[config.mk]
export PLATFORM = sky130hd
export DESIGN_NAME = addsubfxp_sat_obf_flat
export DESIGN_NICKNAME = d
export VERILOG_FILES = /design/src/rtl/addsubfxp_sat_obf_if.sv /design/src/rtl/addsubfxp_sat_obf.sv /design/src/flat_wrapper.sv
export SDC_FILE = /design/constraint.sdc
export NUM_CORES = 1
export LEC_CHECK = 0
export BUFFER_PORTS_ARGS = -buffer_cell sky130_fd_sc_hd__buf_4
export CAP_MARGIN = 40
export CORE_UTILIZATION = 47
export DETAILED_ROUTE_END_ITERATION = 8
export PLACE_DENSITY = 0.75
export SYNTH_ARGS = -nofsm -noshare
export SYNTH_HDL_FRONTEND = slang
export SYNTH_SLANG_ARGS = --single-unit
[constraint.sdc]
create_clock -name clk -period 1.55 [get_ports clk]
set_input_delay 0.0775 -clock clk [delete_from_list [all_inputs] [get_ports clk]]
set_output_delay 0.0775 -clock clk [all_outputs]
set_load 0.03 [all_outputs]
[src/rtl/addsubfxp_sat_obf_if.sv]
// Operand/result bundle for the locked saturating fixed-point add/sub primitive.
// The master drives operands and controls; the slave (the adder) returns results.
interface addsubfxp_sat_obf_if #(
  parameter int WIDTH = 16,
  parameter int CNT_W = 8
);
  logic             in_valid;
  logic [WIDTH-1:0] a;
  logic [WIDTH-1:0] b;
  logic             sub;
  logic             sat_en;
  logic             cnt_clr;
  logic [1:0]       working_locking_key;
  logic [WIDTH-1:0] q;
  logic             out_valid;
  logic             ovf;
  logic [CNT_W-1:0] ovf_cnt;

  modport master (
    output in_valid, a, b, sub, sat_en, cnt_clr, working_locking_key,
    input  q, out_valid, ovf, ovf_cnt
  );

  modport slave (
    input  in_valid, a, b, sub, sat_en, cnt_clr, working_locking_key,
    output q, out_valid, ovf, ovf_cnt
  );
endinterface

[src/rtl/addsubfxp_sat_obf.sv]
// Key-locked signed add/subtract with optional saturation, a CYCLES-deep valid-tracked
// pipeline, a per-result overflow flag and a saturating overflow event counter.
module addsubfxp_sat_obf #(
  parameter int WIDTH  = 16,
  parameter int CYCLES = 1,
  parameter int CNT_W  = 8
) (
  input logic                clk,
  input logic                rst_n,
  addsubfxp_sat_obf_if.slave bus
);

  localparam int LAST = CYCLES - 1;

  typedef struct packed {
    logic             valid;
    logic             ovf;
    logic [WIDTH-1:0] data;
  } stage_t;

  logic                 eff_sub;
  logic                 eff_sat;
  logic signed [WIDTH:0] a_ext;
  logic signed [WIDTH:0] b_ext;
  logic signed [WIDTH:0] sum;
  logic                 ovf_d;
  logic [WIDTH-1:0]     res_d;

  stage_t               pipe_q [CYCLES];
  logic [CNT_W-1:0]     cnt_q;
  logic [CNT_W-1:0]     cnt_d;

  // A wrong key silently inverts the operation and disables saturation.
  always_comb begin
    // NOTE: every always_comb output is assigned a default first, so no path can infer a latch.
    eff_sub = bus.sub ^ ~bus.working_locking_key[0];
    eff_sat = bus.sat_en & bus.working_locking_key[1];
    a_ext   = {bus.a[WIDTH-1], bus.a};
    b_ext   = {bus.b[WIDTH-1], bus.b};
    sum     = eff_sub ? (a_ext - b_ext) : (a_ext + b_ext);
    ovf_d   = sum[WIDTH] ^ sum[WIDTH-1];
    res_d   = sum[WIDTH-1:0];
    if (ovf_d && eff_sat) begin
      res_d = sum[WIDTH] ? {1'b1, {(WIDTH-1){1'b0}}} : {1'b0, {(WIDTH-1){1'b1}}};
    end
  end

  always_ff @(posedge clk or negedge rst_n) begin
    if (!rst_n) begin
      // NOTE: the stage registers are a short flop chain, not a RAM, so they are all reset and q reads 0.
      for (int i = 0; i < CYCLES; i++) begin
        pipe_q[i] <= '0;
      end
    end else begin
      pipe_q[0] <= '{valid: bus.in_valid, ovf: ovf_d, data: res_d};
      for (int i = 1; i < CYCLES; i++) begin
        pipe_q[i] <= pipe_q[i-1];
      end
    end
  end

  // Clear wins over a coincident increment; the count sticks at all-ones.
  always_comb begin
    cnt_d = cnt_q;
    if (bus.cnt_clr) begin
      cnt_d = '0;
    end else if (pipe_q[LAST].valid && pipe_q[LAST].ovf && (cnt_q != '1)) begin
      cnt_d = cnt_q + 1'b1;
    end
  end

  always_ff @(posedge clk or negedge rst_n) begin
    if (!rst_n) begin
      cnt_q <= '0;
    end else begin
      cnt_q <= cnt_d;
    end
  end

  assign bus.q         = pipe_q[LAST].data;
  assign bus.out_valid = pipe_q[LAST].valid;
  assign bus.ovf       = pipe_q[LAST].ovf;
  assign bus.ovf_cnt   = cnt_q;

endmodule
[src/flat_wrapper.sv]
// flat-port wrapper written by rule: the top's interface ports become plain ports
module addsubfxp_sat_obf_flat 
#(
  parameter int WIDTH  = 16,
  parameter int CYCLES = 1,
  parameter int CNT_W  = 8
)
  (clk, rst_n, bus_in_valid, bus_a, bus_b, bus_sub, bus_sat_en, bus_cnt_clr, bus_working_locking_key, bus_q, bus_out_valid, bus_ovf, bus_ovf_cnt);
  addsubfxp_sat_obf_if #(.WIDTH(WIDTH), .CNT_W(CNT_W)) bus_i ();
  input logic clk;
  input logic rst_n;
  input wire logic [$bits(bus_i.in_valid)-1:0] bus_in_valid;
  input wire logic [$bits(bus_i.a)-1:0] bus_a;
  input wire logic [$bits(bus_i.b)-1:0] bus_b;
  input wire logic [$bits(bus_i.sub)-1:0] bus_sub;
  input wire logic [$bits(bus_i.sat_en)-1:0] bus_sat_en;
  input wire logic [$bits(bus_i.cnt_clr)-1:0] bus_cnt_clr;
  input wire logic [$bits(bus_i.working_locking_key)-1:0] bus_working_locking_key;
  output wire logic [$bits(bus_i.q)-1:0] bus_q;
  output wire logic [$bits(bus_i.out_valid)-1:0] bus_out_valid;
  output wire logic [$bits(bus_i.ovf)-1:0] bus_ovf;
  output wire logic [$bits(bus_i.ovf_cnt)-1:0] bus_ovf_cnt;
  assign bus_i.in_valid = bus_in_valid;
  assign bus_i.a = bus_a;
  assign bus_i.b = bus_b;
  assign bus_i.sub = bus_sub;
  assign bus_i.sat_en = bus_sat_en;
  assign bus_i.cnt_clr = bus_cnt_clr;
  assign bus_i.working_locking_key = bus_working_locking_key;
  assign bus_q = bus_i.q;
  assign bus_out_valid = bus_i.out_valid;
  assign bus_ovf = bus_i.ovf;
  assign bus_ovf_cnt = bus_i.ovf_cnt;
  addsubfxp_sat_obf #(.WIDTH(WIDTH), .CYCLES(CYCLES), .CNT_W(CNT_W)) u_core (.clk(clk), .rst_n(rst_n), .bus(bus_i));
endmodule
# Word-level counts from Yosys, hierarchy flattened
# Cells that the tools add are included.
# totals
regBits	26
out_inout_bits	26
wordCells	21
# classes
n_addsub	3
eq_ne	1
muxes	5
bitwise	4
n_reduce_logical	4
# ops
cell	count
$mux W16	2
$add A16 B16 Y17	1
$mux W17	1
$sub A16 B16 Y17	1
$mux W8	2
$add A8 B1 Y8 const B	1
$ne A8 B8 Y1 const B	1
$logic_and A1 B1 Y1	3
$reduce_bool A2 Y1	1
$xor A1 B1 Y1	2
$and A1 B1 Y1	1
$not A1 Y1	1

# Depth between registers and ports, before layout
# Gate-level depths: netlist (run 1).
# depth
word_depth	6
ltp_mapped	16
mapped_depth_nobuf	14

# Least setup slack after synthesis (run 1)
# No wires, ideal clock.
# synth_timing
path_kind	in2reg
from	input bus_b[2]
to	register u_core.pipe_q, in the netlist u_core.bus.q[9]
setup_ns	0.074
t_arrival_ns	2.811
t_required_ns	1.476
setup_slack_ns	-1.335
stages	13
path_cell_list	or4_1 -> o41ai_1 -> xor2_1 -> ha_1 -> a21oi_1 -> o211ai_1 -> a41oi_1 -> o211ai_1 -> xnor2_1 -> buf_4 -> nand3_4 -> buf_4 -> a21oi_4
# synth_via
elab_chain_len	5
# synth_lines
item	line	source
from (decl)	flat_wrapper.sv:14	input wire logic [$bits(bus_i.b)-1:0] bus_b;
$add A16 B16 Y17 / $sub A16 B16 Y17 (equally long branches)	addsubfxp_sat_obf.sv:40	sum = eff_sub ? (a_ext - b_ext) : (a_ext + b_ext);
$mux W17 (*)	addsubfxp_sat_obf.sv:40	
$xor A1 B1 Y1	addsubfxp_sat_obf.sv:41	ovf_d = sum[WIDTH] ^ sum[WIDTH-1];
$logic_and A1 B1 Y1	addsubfxp_sat_obf.sv:43	if (ovf_d && eff_sat) begin
$mux W16 (*)	addsubfxp_sat_obf.sv:43	
net u_core.res_d[9]	addsubfxp_sat_obf.sv:27	logic [WIDTH-1:0] res_d;
to (signal, indexed assignment)	addsubfxp_sat_obf.sv:57	pipe_q[i] <= pipe_q[i-1];
to (decl)	addsubfxp_sat_obf.sv:29	stage_t pipe_q [CYCLES];
# Mark *: on every way through the listed nets, which the timed path passes. The rest lies on a longest branch.
# A chain may end at the register's enable or synchronous reset.

# Worst setup path in the final report (run 1)
# layout_timing
from	input bus_b[1]
to	register u_core.pipe_q, in the netlist u_core.bus.q[10]
# The elaborated chain is that of the path after synthesis.

==> results of run 1 <==
final cells by class:
class	instances	area, µm²	share of cell area [%]
timing repair buffer	149	1170	31.7
inverter	7	28.8	0.780
clock buffer	3	41.3	1.12
multi-input combinational	206	1730	46.9
tap	52	65.1	1.76
sequential	26	656	17.8
cells in the mapped netlist (3+ instances only):
cell / count / area, µm²
a21o_1: 3 / 22.5
a21oi_1: 25 / 125
and2_1: 3 / 18.8
buf_4: 3 / 22.5
dfrtp_1: 26 / 651
ha_1: 18 / 225
inv_1: 7 / 26.3
nand2_1: 19 / 71.3
nand2b_1: 3 / 18.8
nand3_1: 5 / 25.0
nand4_1: 3 / 18.8
nor2_1: 20 / 75.1
nor3_1: 6 / 30.0
nor4_1: 3 / 18.8
o211ai_1: 5 / 37.5
o21ai_0: 21 / 105
o31ai_1: 4 / 30.0
xnor2_1: 20 / 175
xor2_1: 19 / 166
how the worst max path moves through the flow:
stage / from / slack (ns) / end
final: bus_b[1] / -1.13 / u_core.bus.q[10]
after global routing: bus_b[1] / -1.29 / u_core.bus.q[3]
after CTS: bus_b[10] / -1.06 / u_core.bus.q[6]
after detailed placement: bus_b[10] / -1.40 / u_core.bus.q[0]
after global placement: bus_b[10] / -1.36 / u_core.bus.q[0]
after floorplan: bus_b[2] / -1.10 / u_core.bus.q[9]
flip-flops by register name, indices dropped and copies added (netlist names):
signal                flops
u_core.bus.ovf_cnt        8
u_core.bus.out_valid      1
u_core.bus.q             16
u_core.bus.ovf            1
routing by layer:
metal	track usage [%]	vias to the layer above	wire length, µm
li1	-	1176	-
met1	27.0	1098	2500
met2	48.3	66	3570
met3	2.33	9	202
met4	7.94	0	102
met5	0	-	0
through the flow:
stage               setup slack, ns  instances  TNS, ns  hold WS (ns)  total power, µW
floorplan                     -1.10        245   -18.16        -0.218             2480
global placement              -1.36        427   -22.34      -0.00411             3430
detailed placement            -1.40        427   -23.22      -0.00233             3490
CTS                           -1.06        437   -17.71        0.0171             3920
global route                  -1.29        443   -21.03        0.0221             4450
finish                        -1.13        443   -18.71        0.0303             4190
critical path, delay by kind of cell:
| family | cells | cell delay [ns] |
|---|---|---|
| compound gates | 5 | 0.96 |
| xor+xnor | 2 | 0.31 |
| fa+ha+maj | 2 | 0.45 |
| buf+inv | 5 | 0.65 |
| simple gates | 3 | 0.41 |
timing repair:
item / CTS / global route
hold buffers: 2 / 0
endpoints found under the hold margin: 27 / 0
setup buffers: 3 / 5
gates resized for setup: 12 / 51
gates cloned: 2 / 1
setup endpoints to repair: 20 / 23
pin swaps: 14 / 35
logic make-up (layout without fill, tap and decap cells):
family / Yosys count / after routing / synth area share, %
xor+xnor: 39 / 39 / 15.9
mux: 1 / 1 / 0.466
flops: 26 / 26 / 30.3
fa+ha+maj: 19 / 19 / 11.4
simple gates: 74 / 75 / 17.7
buf+inv: 14 / 159 / 3.09
compound gates: 72 / 72 / 21.2
power groups by stage:
stage / combinational [µW] / sequential, µW / clock, µW
finish: 2840 / 983 / 363
global route: 3050 / 1010 / 394
CTS: 2560 / 984 / 372
detailed placement: 2490 / 997 / 0
global placement: 2430 / 995 / 0
floorplan: 1030 / 1450 / 0
==> metrics.txt, run 1 <==
# TYPE chip_impl_metric gauge
chip_impl_metric{name="post_drt_via_cell_ratio",unit=""} 5.30
chip_impl_metric{name="timing.max_slew.rel_slack",unit="%"} 77.0
chip_impl_metric{name="ys_warn_count",unit=""} 0
chip_impl_metric{name="timing.hold.worst_path_depth",unit=""} 2
chip_impl_info{name="crit_chain",value="buf_4 > inv_4 > ha_4 > nor3b_4 > buf_4 > buf_4 > nor2_1 > xnor2_1 > ha_1 > o211ai_1 > o211ai_1 > a41oi_2 > o211ai_1 > xnor2_2 > buf_4 > nand3_2 > o21ai_0"} 1
chip_impl_metric{name="worstSkewPairLatency",unit="ns"} 0.27
chip_impl_metric{name="min_period",unit="ns"} 2.68
chip_impl_info{name="criticalPathCategory",value="primary input to flip-flop"} 1
chip_impl_metric{name="drc",unit=""} 0
chip_impl_metric{name="max_freq",unit="GHz"} 0.373
chip_impl_metric{name="syn_area_per_cell",unit="µm²"} 8.76
chip_impl_metric{name="dieWidth",unit="µm"} 69.6
chip_impl_metric{name="postRouteAntennaNets",unit=""} 0
chip_impl_metric{name="ant_cells",unit=""} 0
chip_impl_metric{name="drtPass1Iterations",unit=""} 4
chip_impl_info{name="rr_startpoint",value="u_core.bus.ovf_cnt[1]"} 1
chip_impl_metric{name="die_area",unit="µm²"} 4840
chip_impl_info{name="start_kind",value="primary input"} 1
chip_impl_metric{name="postLayoutCellArea",unit="µm²"} 3690
chip_impl_metric{name="finalSetupViolations",unit=""} 20
chip_impl_metric{name="grt_start_max_net_pins",unit=""} 27
chip_impl_metric{name="crit_arrival",unit="ns"} 2.87
chip_impl_metric{name="required_time_reported_for_the_critical_path_endpoint",unit="ns"} 1.74
chip_impl_metric{name="vias",unit=""} 2349
chip_impl_metric{name="i_o_pins",unit=""} 66
chip_impl_info{name="clk_root_buffer_cell",value="clkbuf_8"} 1
chip_impl_metric{name="final.setup.worst_slack",unit="ns"} -1.13
chip_impl_metric{name="ctsLongestPathBuffers",unit=""} 2
chip_impl_metric{name="vias_in_the_first_global_route",unit=""} 2266
chip_impl_metric{name="power.leakage",unit="µW"} 0.00170
chip_impl_info{name="violated_checks",value="negative setup slack"} 1
chip_impl_metric{name="port_buffers",unit=""} 65
chip_impl_metric{name="power.net_switching",unit="µW"} 1800
chip_impl_metric{name="grt_util_all_layers",unit="%"} 24.5
chip_impl_info{name="mostFrequentLayoutCells",value="buf_4, dfrtp_1, xnor2_1, nor2_1"} 1
chip_impl_metric{name="post_synth_inst_count",unit=""} 245
chip_impl_metric{name="iteration_0_drc_markers",unit=""} 87
chip_impl_info{name="tritoncts",value="yes"} 1
chip_impl_info{name="worst_path_most_repeated_cell",value="buf_4"} 1
chip_impl_metric{name="ys_types",unit=""} 44
chip_impl_metric{name="antenna_found_initial",unit=""} 0
chip_impl_metric{name="placement_rows",unit=""} 24
chip_impl_metric{name="worst_skew",unit="ns"} 0.00410
chip_impl_metric{name="rrSetupSlack",unit="ns"} -0.12
chip_impl_metric{name="synth-edff-count",unit=""} 0
chip_impl_metric{name="clk_transition_reported_paths",unit="ns"} 0.08
chip_impl_metric{name="tightest_slew",unit="ns"} 0.342
chip_impl_metric{name="share_of_power_burned_in_registers",unit="%"} 23.5
chip_impl_metric{name="ir_drop",unit="mV"} 0.477
chip_impl_metric{name="place_hpwl",unit="mm"} 4.66
chip_impl_info{name="regToRegEndpoint",value="u_core.bus.ovf_cnt[5]"} 1
chip_impl_metric{name="synth_seq_cells",unit=""} 26
chip_impl_metric{name="postLayoutCoreUtil",unit="%"} 84.2
chip_impl_metric{name="internal_power",unit="µW"} 2390
chip_impl_info{name="rsz0062_at_grt",value="yes"} 1
chip_impl_metric{name="maxSlewViolCount",unit=""} 0
chip_impl_metric{name="core_region_area",unit="µm²"} 4380
chip_impl_metric{name="initial_core_utilization",unit="%"} 49.0
chip_impl_metric{name="reg2regPathDepth",unit=""} 7
chip_impl_metric{name="dieHeight",unit="µm"} 69.6
chip_impl_info{name="worstHoldStart",value="bus_cnt_clr"} 1
chip_impl_metric{name="layout.nets",unit=""} 452
chip_impl_metric{name="drv.max_cap_violation_count",unit=""} 0
chip_impl_metric{name="wire_length_of_the_first_global_routing_pass",unit="mm"} 9.62
chip_impl_metric{name="wl_per_cell",unit="µm"} 14.4
chip_impl_metric{name="clock_network_fraction_of_design_power",unit="%"} 8.7
chip_impl_metric{name="tritoncts.num_buffers",unit=""} 3
chip_impl_metric{name="fill_cells",unit=""} 258
chip_impl_metric{name="clock_tree.htree_level_count",unit=""} 1
chip_impl_metric{name="async_flop_share",unit="%"} 100
chip_impl_metric{name="powerDensity",unit="nW/µm²"} 1130
chip_impl_info{name="worstHoldEndpoint",value="u_core.bus.ovf_cnt[5]"} 1
chip_impl_metric{name="gpl.final_weighted_congestion",unit=""} 0.818
chip_impl_metric{name="cts_sinks",unit=""} 26
chip_impl_info{name="critical-path-slowest-cell",value="ha_1"} 1
chip_impl_metric{name="netlist_area",unit="µm²"} 2150
chip_impl_info{name="critical_path.endpoint_type",value="flip-flop"} 1
chip_impl_metric{name="mapped_nets",unit=""} 304
chip_impl_metric{name="area.growth.synth_to_final",unit="%"} 71.9
chip_impl_metric{name="placed_cell_area",unit="µm²"} 3290
chip_impl_metric{name="final_hold_violating_endpoints",unit=""} 0
chip_impl_metric{name="share_comb_of_total_power",unit="%"} 67.9
chip_impl_info{name="synthFlopType",value="dfrtp_1"} 1
chip_impl_metric{name="fraction_of_power_spent_switching_nets",unit="%"} 43.0
chip_impl_metric{name="total_routed_length",unit="mm"} 6.37
chip_impl_info{name="run_status",value="finished with violations"} 1
chip_impl_metric{name="min_period_over_period",unit="%"} 173
chip_impl_metric{name="critPathMaxStageDelay",unit="ns"} 0.32
chip_impl_metric{name="worstPathMaxFanout",unit=""} 6
chip_impl_info{name="type_of_the_tightest_min_delay_check",value="primary input to flip-flop"} 1
chip_impl_metric{name="layout-drive-gt1-share",unit="%"} 52.7
chip_impl_metric{name="portion_of_the_post_synthesis_area_used_by_sequential_elements",unit="%"} 30.3
chip_impl_info{name="final_common_cell",value="buf_4"} 1
chip_impl_metric{name="globalRouteOverflowTotal",unit=""} 0
No activity file was read; power rests on OpenSTA's default activity.
==> inputs of run 2 (changes only) <==
--- a/config.mk
+++ b/config.mk
@@ -9,7 +9,7 @@
 export CAP_MARGIN = 40
 export CORE_UTILIZATION = 47
 export DETAILED_ROUTE_END_ITERATION = 8
-export PLACE_DENSITY = 0.75
+export PLACE_DENSITY_LB_ADDON = 0.25
 export SYNTH_ARGS = -nofsm -noshare
 export SYNTH_HDL_FRONTEND = slang
 export SYNTH_SLANG_ARGS = --single-unit
==> constraint.sdc (replaced) <==
create_clock -name clk -period 1.55 [get_ports clk]
set_input_delay 0.2325 -clock clk [delete_from_list [all_inputs] [get_ports clk]]
set_output_delay 0.2325 -clock clk [all_outputs]
set_load 0.03 [all_outputs]
==> run 2 against run 1 <==
  * Clock skew is 0.0013 ns lower
  * Critical path type unchanged
  * Critical path depth is the same
  * The run still ends with negative setup slack left
  * Largest power group unchanged
  * Largest cell class unchanged
  * Utilization increased by 0.86 points
  * Critical endpoint is now u_core.bus.q[7]
  * Combinational power up 8.1%
  * Flip-flop and latch count is the same
==> metrics.txt, run 2 (same netlist as run 1, synthesis figures left out) <==
# TYPE chip_impl_metric gauge
chip_impl_metric{name="pre_cts_slack",unit="ns"} -1.68
chip_impl_metric{name="i_o_pins",unit=""} 66
chip_impl_metric{name="vias",unit=""} 2475
chip_impl_metric{name="ant_cells",unit=""} 0
chip_impl_metric{name="min_period_over_period",unit="%"} 196
chip_impl_metric{name="antenna_found_initial",unit=""} 0
chip_impl_metric{name="worstSkewPairLatency",unit="ns"} 0.26
chip_impl_metric{name="length_of_routed_met3_wiring",unit="µm"} 355
chip_impl_metric{name="final.setup.worst_slack",unit="ns"} -1.48
chip_impl_metric{name="gpl.final_weighted_congestion",unit=""} 0.838
chip_impl_info{name="start_kind",value="primary input"} 1
chip_impl_metric{name="postLayoutCellArea",unit="µm²"} 3730
chip_impl_info{name="tritoncts",value="yes"} 1
chip_impl_metric{name="power.leakage",unit="µW"} 0.00172
chip_impl_metric{name="required_time_reported_for_the_critical_path_endpoint",unit="ns"} 1.70
chip_impl_metric{name="tritoncts.num_buffers",unit=""} 3
chip_impl_metric{name="core_region_area",unit="µm²"} 4380
chip_impl_metric{name="ir_drop",unit="mV"} 0.514
chip_impl_metric{name="wl_per_cell",unit="µm"} 15.8
chip_impl_metric{name="iteration_0_drc_markers",unit=""} 125
chip_impl_metric{name="min_period",unit="ns"} 3.03
chip_impl_info{name="run_status",value="finished with violations"} 1
chip_impl_metric{name="post_drt_via_cell_ratio",unit=""} 5.55
chip_impl_metric{name="finalSetupViolations",unit=""} 19
chip_impl_metric{name="worst_skew",unit="ns"} 0.00278
chip_impl_metric{name="place_hpwl",unit="mm"} 4.70
chip_impl_metric{name="initial_core_utilization",unit="%"} 49.0
chip_impl_metric{name="fin_cells",unit=""} 446
chip_impl_metric{name="worstPathMaxFanout",unit=""} 4
chip_impl_metric{name="tightest_slew",unit="ns"} 0.527
chip_impl_metric{name="layout.nets",unit=""} 455
chip_impl_metric{name="postRouteAntennaNets",unit=""} 0
chip_impl_metric{name="globalRouteOverflowTotal",unit=""} 0
chip_impl_metric{name="powerDensity",unit="nW/µm²"} 1180
chip_impl_metric{name="clk_transition_reported_paths",unit="ns"} 0.08
chip_impl_info{name="highest_layer",value="met4"} 1
chip_impl_metric{name="grt_util_all_layers",unit="%"} 25.1
chip_impl_info{name="final_common_cell",value="buf_4"} 1
chip_impl_metric{name="dieHeight",unit="µm"} 69.6
chip_impl_metric{name="placed_cell_area",unit="µm²"} 3250
chip_impl_info{name="critical_path.endpoint_type",value="flip-flop"} 1
chip_impl_metric{name="drc",unit=""} 0
chip_impl_info{name="violated_checks",value="negative setup slack"} 1
chip_impl_info{name="clk_root_buffer_cell",value="clkbuf_8"} 1
chip_impl_metric{name="placement_rows",unit=""} 24
chip_impl_metric{name="largest_register_ff_count",unit=""} 16
chip_impl_metric{name="timing.max_slew.rel_slack",unit="%"} 64.9
chip_impl_metric{name="dieWidth",unit="µm"} 69.6
chip_impl_info{name="type_of_the_tightest_min_delay_check",value="primary input to flip-flop"} 1
chip_impl_metric{name="ctsLongestPathBuffers",unit=""} 2
chip_impl_metric{name="grt_start_max_net_pins",unit=""} 27
chip_impl_metric{name="drtPass1Iterations",unit=""} 4
chip_impl_info{name="rsz0062_at_grt",value="yes"} 1
chip_impl_metric{name="clock_tree.htree_level_count",unit=""} 1
chip_impl_metric{name="total_routed_length",unit="mm"} 7.07
chip_impl_metric{name="place_inst",unit=""} 422
chip_impl_metric{name="layout-drive-gt1-share",unit="%"} 54.6
chip_impl_metric{name="vias_in_the_first_global_route",unit=""} 2383
chip_impl_metric{name="met2_wirelength",unit="mm"} 3.89
chip_impl_metric{name="final_hold_violating_endpoints",unit=""} 0
chip_impl_info{name="mostFrequentLayoutCells",value="buf_4, dfrtp_1, xnor2_1, nor2_1"} 1
chip_impl_metric{name="die_area",unit="µm²"} 4840
chip_impl_metric{name="area.growth.synth_to_final",unit="%"} 73.6
chip_impl_metric{name="wire_length_of_the_first_global_routing_pass",unit="mm"} 9.87
chip_impl_metric{name="rrSetupSlack",unit="ns"} -0.10
chip_impl_metric{name="postLayoutCoreUtil",unit="%"} 85.0
chip_impl_metric{name="drv.max_cap_violation_count",unit=""} 0
chip_impl_metric{name="max_freq",unit="GHz"} 0.330
chip_impl_metric{name="port_buffers",unit=""} 65
chip_impl_metric{name="cts_sinks",unit=""} 26
chip_impl_metric{name="fill_cells",unit=""} 253
chip_impl_metric{name="maxSlewViolCount",unit=""} 0
chip_impl_metric{name="crit_arrival",unit="ns"} 3.18
chip_impl_info{name="criticalPathCategory",value="primary input to flip-flop"} 1
chip_impl_metric{name="wl_met1",unit="mm"} 2.51
-- run 2: final timing paths --
path	depth (start not counted)	from	endpoint
min in group asynchronous	2	rst_n	u_core.bus.ovf_cnt[6]
min reg2reg	2	u_core.bus.ovf_cnt[7]	u_core.bus.ovf_cnt[7]
min	1	bus_in_valid	u_core.bus.out_valid
max reg2reg	6	u_core.bus.ovf_cnt[1]	u_core.bus.ovf_cnt[7]
max	17	bus_b[1]	u_core.bus.q[7]
max in group asynchronous	2	rst_n	u_core.bus.ovf_cnt[4]
-- run 2: cell type report --
type	count	area [µm²]	area share (%)
multi-input combinational	206	1760	47.2
timing repair buffer	152	1180	31.6
clock buffer	3	41.3	1.11
sequential	26	656	17.6
tap	52	65.1	1.75
inverter	7	26.3	0.705
-- run 2: critical path, stage by stage --
cell and delay [ns]:
buf_4 0.13, inv_1 0.08, ha_2 0.18, nor3b_4 0.26
buf_4 0.16, nor2_1 0.05, xnor2_1 0.15, ha_1 0.33
o211ai_1 0.10, o211ai_1 0.27, a41oi_2 0.21, o211ai_1 0.29
xnor2_2 0.14, buf_6 0.16, buf_6 0.12, o31ai_4 0.24
nand2_1 0.07
-- run 2: power breakdown --
part           internal (µW)  total, µW  switching [µW]
registers                901        988            86.6
clock network            174        359             185
logic                   1410       3070            1660
-- run 2: repair_timing --
| item | in CTS | in global routing |
|---|---|---|
| hold endpoints to repair | 26 | 0 |
| pin swaps | 12 | 36 |
| gates resized for setup | 18 | 56 |
| gates cloned | 2 | 2 |
| endpoints found under the setup margin | 19 | 22 |
| buffers inserted | 6 | 10 |
| hold buffers | 1 | 0 |
-- run 2: per-layer routing --
layer | up-vias | track usage [%]
met3 | 30 | 2.91
met4 | 0 | 12.7
li1 | 1186 | -
met1 | 1149 | 27.7
met2 | 110 | 47.0
met5 | - | 0
-- run 2: metrics by stage --
step	total power [µW]	TNS, ns	hold WS, ns
final	4410	-23.90	0.0683
after global routing	4650	-25.13	0.0546
after detailed placement	3470	-27.37	0.153
after CTS	3970	-21.43	0.0619
after global placement	3400	-26.69	0.150
after floorplan	2480	-20.80	-0.0631
==> inputs of run 3 (changes only) <==
--- a/config.mk
+++ b/config.mk
@@ -7,7 +7,7 @@
 export LEC_CHECK = 0
 export BUFFER_PORTS_ARGS = -buffer_cell sky130_fd_sc_hd__buf_4
 export CAP_MARGIN = 40
-export CORE_UTILIZATION = 47
+export CORE_UTILIZATION = 56
 export DETAILED_ROUTE_END_ITERATION = 8
 export PLACE_DENSITY_LB_ADDON = 0.25
 export SYNTH_ARGS = -nofsm -noshare
==> constraint.sdc (replaced) <==
create_clock -name clk -period 3.6 [get_ports clk]
set_input_delay 0.54 -clock clk [delete_from_list [all_inputs] [get_ports clk]]
set_output_delay 0.54 -clock clk [all_outputs]
set_load 0.05 [all_outputs]
==> run 3 against run 2 <==
  * The run ends with design-rule violations left
  * Total power shrank 62%
  * Wire length shrank 35%
  * Cell area shrank 25%
  * Count of clock-buffer cells in the layout grew 1
  * Sequential share of layout area grew 5.7 points
  * Via count shrank 19%
  * Sequential power shrank 57%
  * Global-route usage shrank 1.3 points
  * Critical path depth shrank 4
  * Combinational power shrank 65%
  * Critical path type unchanged
  * Largest cell class unchanged
==> metrics.txt, run 3 (same netlist as run 1, synthesis figures left out) <==
# TYPE chip_impl_metric gauge
chip_impl_info{name="run_status",value="finished with violations"} 1
chip_impl_info{name="violated_checks",value="design-rule violations"} 1
chip_impl_metric{name="drv.max_cap_violation_count",unit=""} 0
chip_impl_metric{name="wl_per_cell",unit="µm"} 12.5
chip_impl_metric{name="min_period_over_period",unit="%"} 91.8
chip_impl_metric{name="tightest_slew",unit="ns"} 0.428
chip_impl_metric{name="grt_start_max_net_pins",unit=""} 27
chip_impl_metric{name="worst_skew",unit="ns"} 0.00318
chip_impl_info{name="regToRegEndpoint",value="u_core.bus.ovf_cnt[5]"} 1
chip_impl_info{name="mostFrequentLayoutCells",value="buf_4, dfrtp_1, a21oi_1"} 1
chip_impl_info{name="rsz0062_at_grt",value="no"} 1
chip_impl_metric{name="clk_transition_reported_paths",unit="ns"} 0.08
chip_impl_metric{name="wire_length_of_the_first_global_routing_pass",unit="mm"} 7.79
chip_impl_metric{name="dieHeight",unit="µm"} 63.9
chip_impl_metric{name="min_period",unit="ns"} 3.31
chip_impl_metric{name="max_freq",unit="GHz"} 0.303
chip_impl_info{name="criticalPathCategory",value="primary input to flip-flop"} 1
chip_impl_metric{name="initial_core_utilization",unit="%"} 58.6
chip_impl_info{name="timing.critical_path.to",value="u_core.bus.q[2]"} 1
chip_impl_metric{name="reg2regPathDepth",unit=""} 6
chip_impl_info{name="tritoncts",value="yes"} 1
chip_impl_metric{name="post_drt_via_cell_ratio",unit=""} 5.45
chip_impl_metric{name="final_hold_violating_endpoints",unit=""} 0
chip_impl_metric{name="total_routed_length",unit="mm"} 4.56
chip_impl_metric{name="required_time_reported_for_the_critical_path_endpoint",unit="ns"} 3.79
chip_impl_metric{name="post-cts-setup-buffer-count",unit=""} 0
chip_impl_metric{name="vias",unit=""} 1995
chip_impl_metric{name="area.growth.synth_to_final",unit="%"} 30.1
chip_impl_metric{name="core_region_area",unit="µm²"} 3660
chip_impl_metric{name="share_comb_of_total_power",unit="%"} 64.0
chip_impl_metric{name="postLayoutCellArea",unit="µm²"} 2790
chip_impl_metric{name="clock_tree.htree_level_count",unit=""} 1
chip_impl_metric{name="drtPass1Iterations",unit=""} 6
chip_impl_metric{name="place_hpwl",unit="mm"} 3.95
chip_impl_metric{name="gpl.final_weighted_congestion",unit=""} 0.791
chip_impl_metric{name="crit_arrival",unit="ns"} 3.49
chip_impl_metric{name="power.net_switching",unit="µW"} 802
chip_impl_metric{name="globalRouteOverflowTotal",unit=""} 0
chip_impl_metric{name="die_area",unit="µm²"} 4090
chip_impl_metric{name="maxSlewViolCount",unit=""} 0
chip_impl_metric{name="vias_in_the_first_global_route",unit=""} 1894
chip_impl_metric{name="ctsLongestPathBuffers",unit=""} 2
chip_impl_metric{name="share_of_power_burned_in_registers",unit="%"} 25.4
chip_impl_metric{name="ir_drop",unit="mV"} 0.266
chip_impl_info{name="critical_path.endpoint_type",value="flip-flop"} 1
chip_impl_metric{name="power.leakage",unit="µW"} 0.00129
chip_impl_metric{name="largest_register_ff_count",unit=""} 16
chip_impl_metric{name="grt_util_all_layers",unit="%"} 23.9
chip_impl_metric{name="worstSkewPairLatency",unit="ns"} 0.26
chip_impl_metric{name="cts_sinks",unit=""} 26
chip_impl_info{name="clk_root_buffer_cell",value="clkbuf_8"} 1
chip_impl_metric{name="placement_rows",unit=""} 22
chip_impl_metric{name="internal_power",unit="µW"} 869
chip_impl_metric{name="iteration_0_drc_markers",unit=""} 69
chip_impl_metric{name="setup_total_negative_slack",unit="ns"} 0
chip_impl_metric{name="tritoncts.num_buffers",unit=""} 3
chip_impl_metric{name="ant_cells",unit=""} 0
chip_impl_info{name="critPathLaunch",value="bus_b[2]"} 1
chip_impl_metric{name="fraction_of_power_spent_switching_nets",unit="%"} 48.0
chip_impl_metric{name="powerDensity",unit="nW/µm²"} 599
chip_impl_metric{name="i_o_pins",unit=""} 66
chip_impl_info{name="final_common_cell",value="buf_4"} 1
chip_impl_metric{name="layout.nets",unit=""} 378
chip_impl_metric{name="drc",unit=""} 1
chip_impl_metric{name="rrSetupSlack",unit="ns"} 1.80
chip_impl_metric{name="fill_cells",unit=""} 303
chip_impl_info{name="start_kind",value="primary input"} 1
chip_impl_metric{name="clock_network_fraction_of_design_power",unit="%"} 10.6
chip_impl_metric{name="antenna_found_initial",unit=""} 0
chip_impl_metric{name="postRouteAntennaNets",unit=""} 0
chip_impl_metric{name="placed_cell_area",unit="µm²"} 2740
chip_impl_metric{name="finalSetupViolations",unit=""} 0
chip_impl_metric{name="timing.max_slew.rel_slack",unit="%"} 71.2
chip_impl_metric{name="dieWidth",unit="µm"} 63.9
chip_impl_metric{name="port_buffers",unit=""} 65
chip_impl_info{name="rr_startpoint",value="u_core.bus.ovf_cnt[0]"} 1
chip_impl_metric{name="layout-drive-gt1-share",unit="%"} 26.7
chip_impl_info{name="type_of_the_tightest_min_delay_check",value="primary input to asynchronous set/reset pin"} 1
chip_impl_metric{name="worstPathMaxFanout",unit=""} 12
-- run 3: worst min path at each step --
stage | from | to | cells after the start
2_1_floorplan | rst_n | u_core.bus.out_valid | 0
3_3_place_gp | rst_n | u_core.bus.ovf_cnt[6] | 1
3_5_place_dp | rst_n | u_core.bus.ovf_cnt[6] | 1
4_1_cts | rst_n | u_core.bus.ovf_cnt[6] | 1
5_1_grt | rst_n | u_core.bus.ovf_cnt[6] | 1
6_report | rst_n | u_core.bus.ovf_cnt[3] | 1
-- run 3: routing by layer --
| metal | track usage, % | part of all wire (%) | up-vias |
|---|---|---|---|
| li1 | - | - | 1033 |
| met5 | 0 | 0 | - |
| met1 | 27.2 | 43 | 897 |
| met2 | 46.0 | 52 | 59 |
| met4 | 8.81 | 1.5 | 0 |
| met3 | 1.43 | 3.1 | 6 |
-- run 3: timing repair --
item | 4_1_cts | 5_1_grt
endpoints found under the hold margin | 0 | 0
setup endpoints to repair | 0 | 4
hold buffers | 0 | 0
resized for setup | 0 | 1
-- run 3: cell type report --
type,count,area (µm²),area share (%)
Multi-Input combinational cell,205,1430,51.2
Sequential cell,26,651,23.3
Timing Repair Buffer,76,571,20.4
Tap cell,48,60.1,2.15
Clock buffer,4,55.1,1.97
Inverter,7,26.3,0.941
-- run 3: critical path, stage by stage --
cell	delay (ns)
buf_4	0.13
or4_1	0.53
o41ai_1	0.32
xor2_1	0.19
ha_1	0.28
a21oi_1	0.19
o211ai_1	0.14
a41oi_1	0.28
o211ai_1	0.13
xnor2_1	0.21
buf_4	0.21
nand3_4	0.15
a21oi_1	0.18
-- run 3: stage by stage --
| step | hold WS, ns | total power (µW) | util, % | instances | worst slack (ns) |
|---|---|---|---|---|---|
| global placement | 0.453 | 1480 | 74.8 | 362 | 0.105 |
| floorplan | 0.244 | 1190 | - | 245 | 0.252 |
| CTS | 0.169 | 1680 | 76.3 | 366 | 0.266 |
| detailed placement | 0.457 | 1500 | 74.8 | 362 | 0.00313 |
| global route | 0.167 | 1780 | 76.3 | 366 | 0.00174 |
| finish | 0.159 | 1670 | 76.3 | 366 | 0.295 |
-- run 3: power by group through the flow --
stage	registers (µW)	logic, µW	clock network [µW]
after floorplan	766	423	0
after global placement	430	1050	0
after detailed placement	432	1070	0
after CTS	426	1070	182
after global routing	435	1150	199
final	425	1070	178
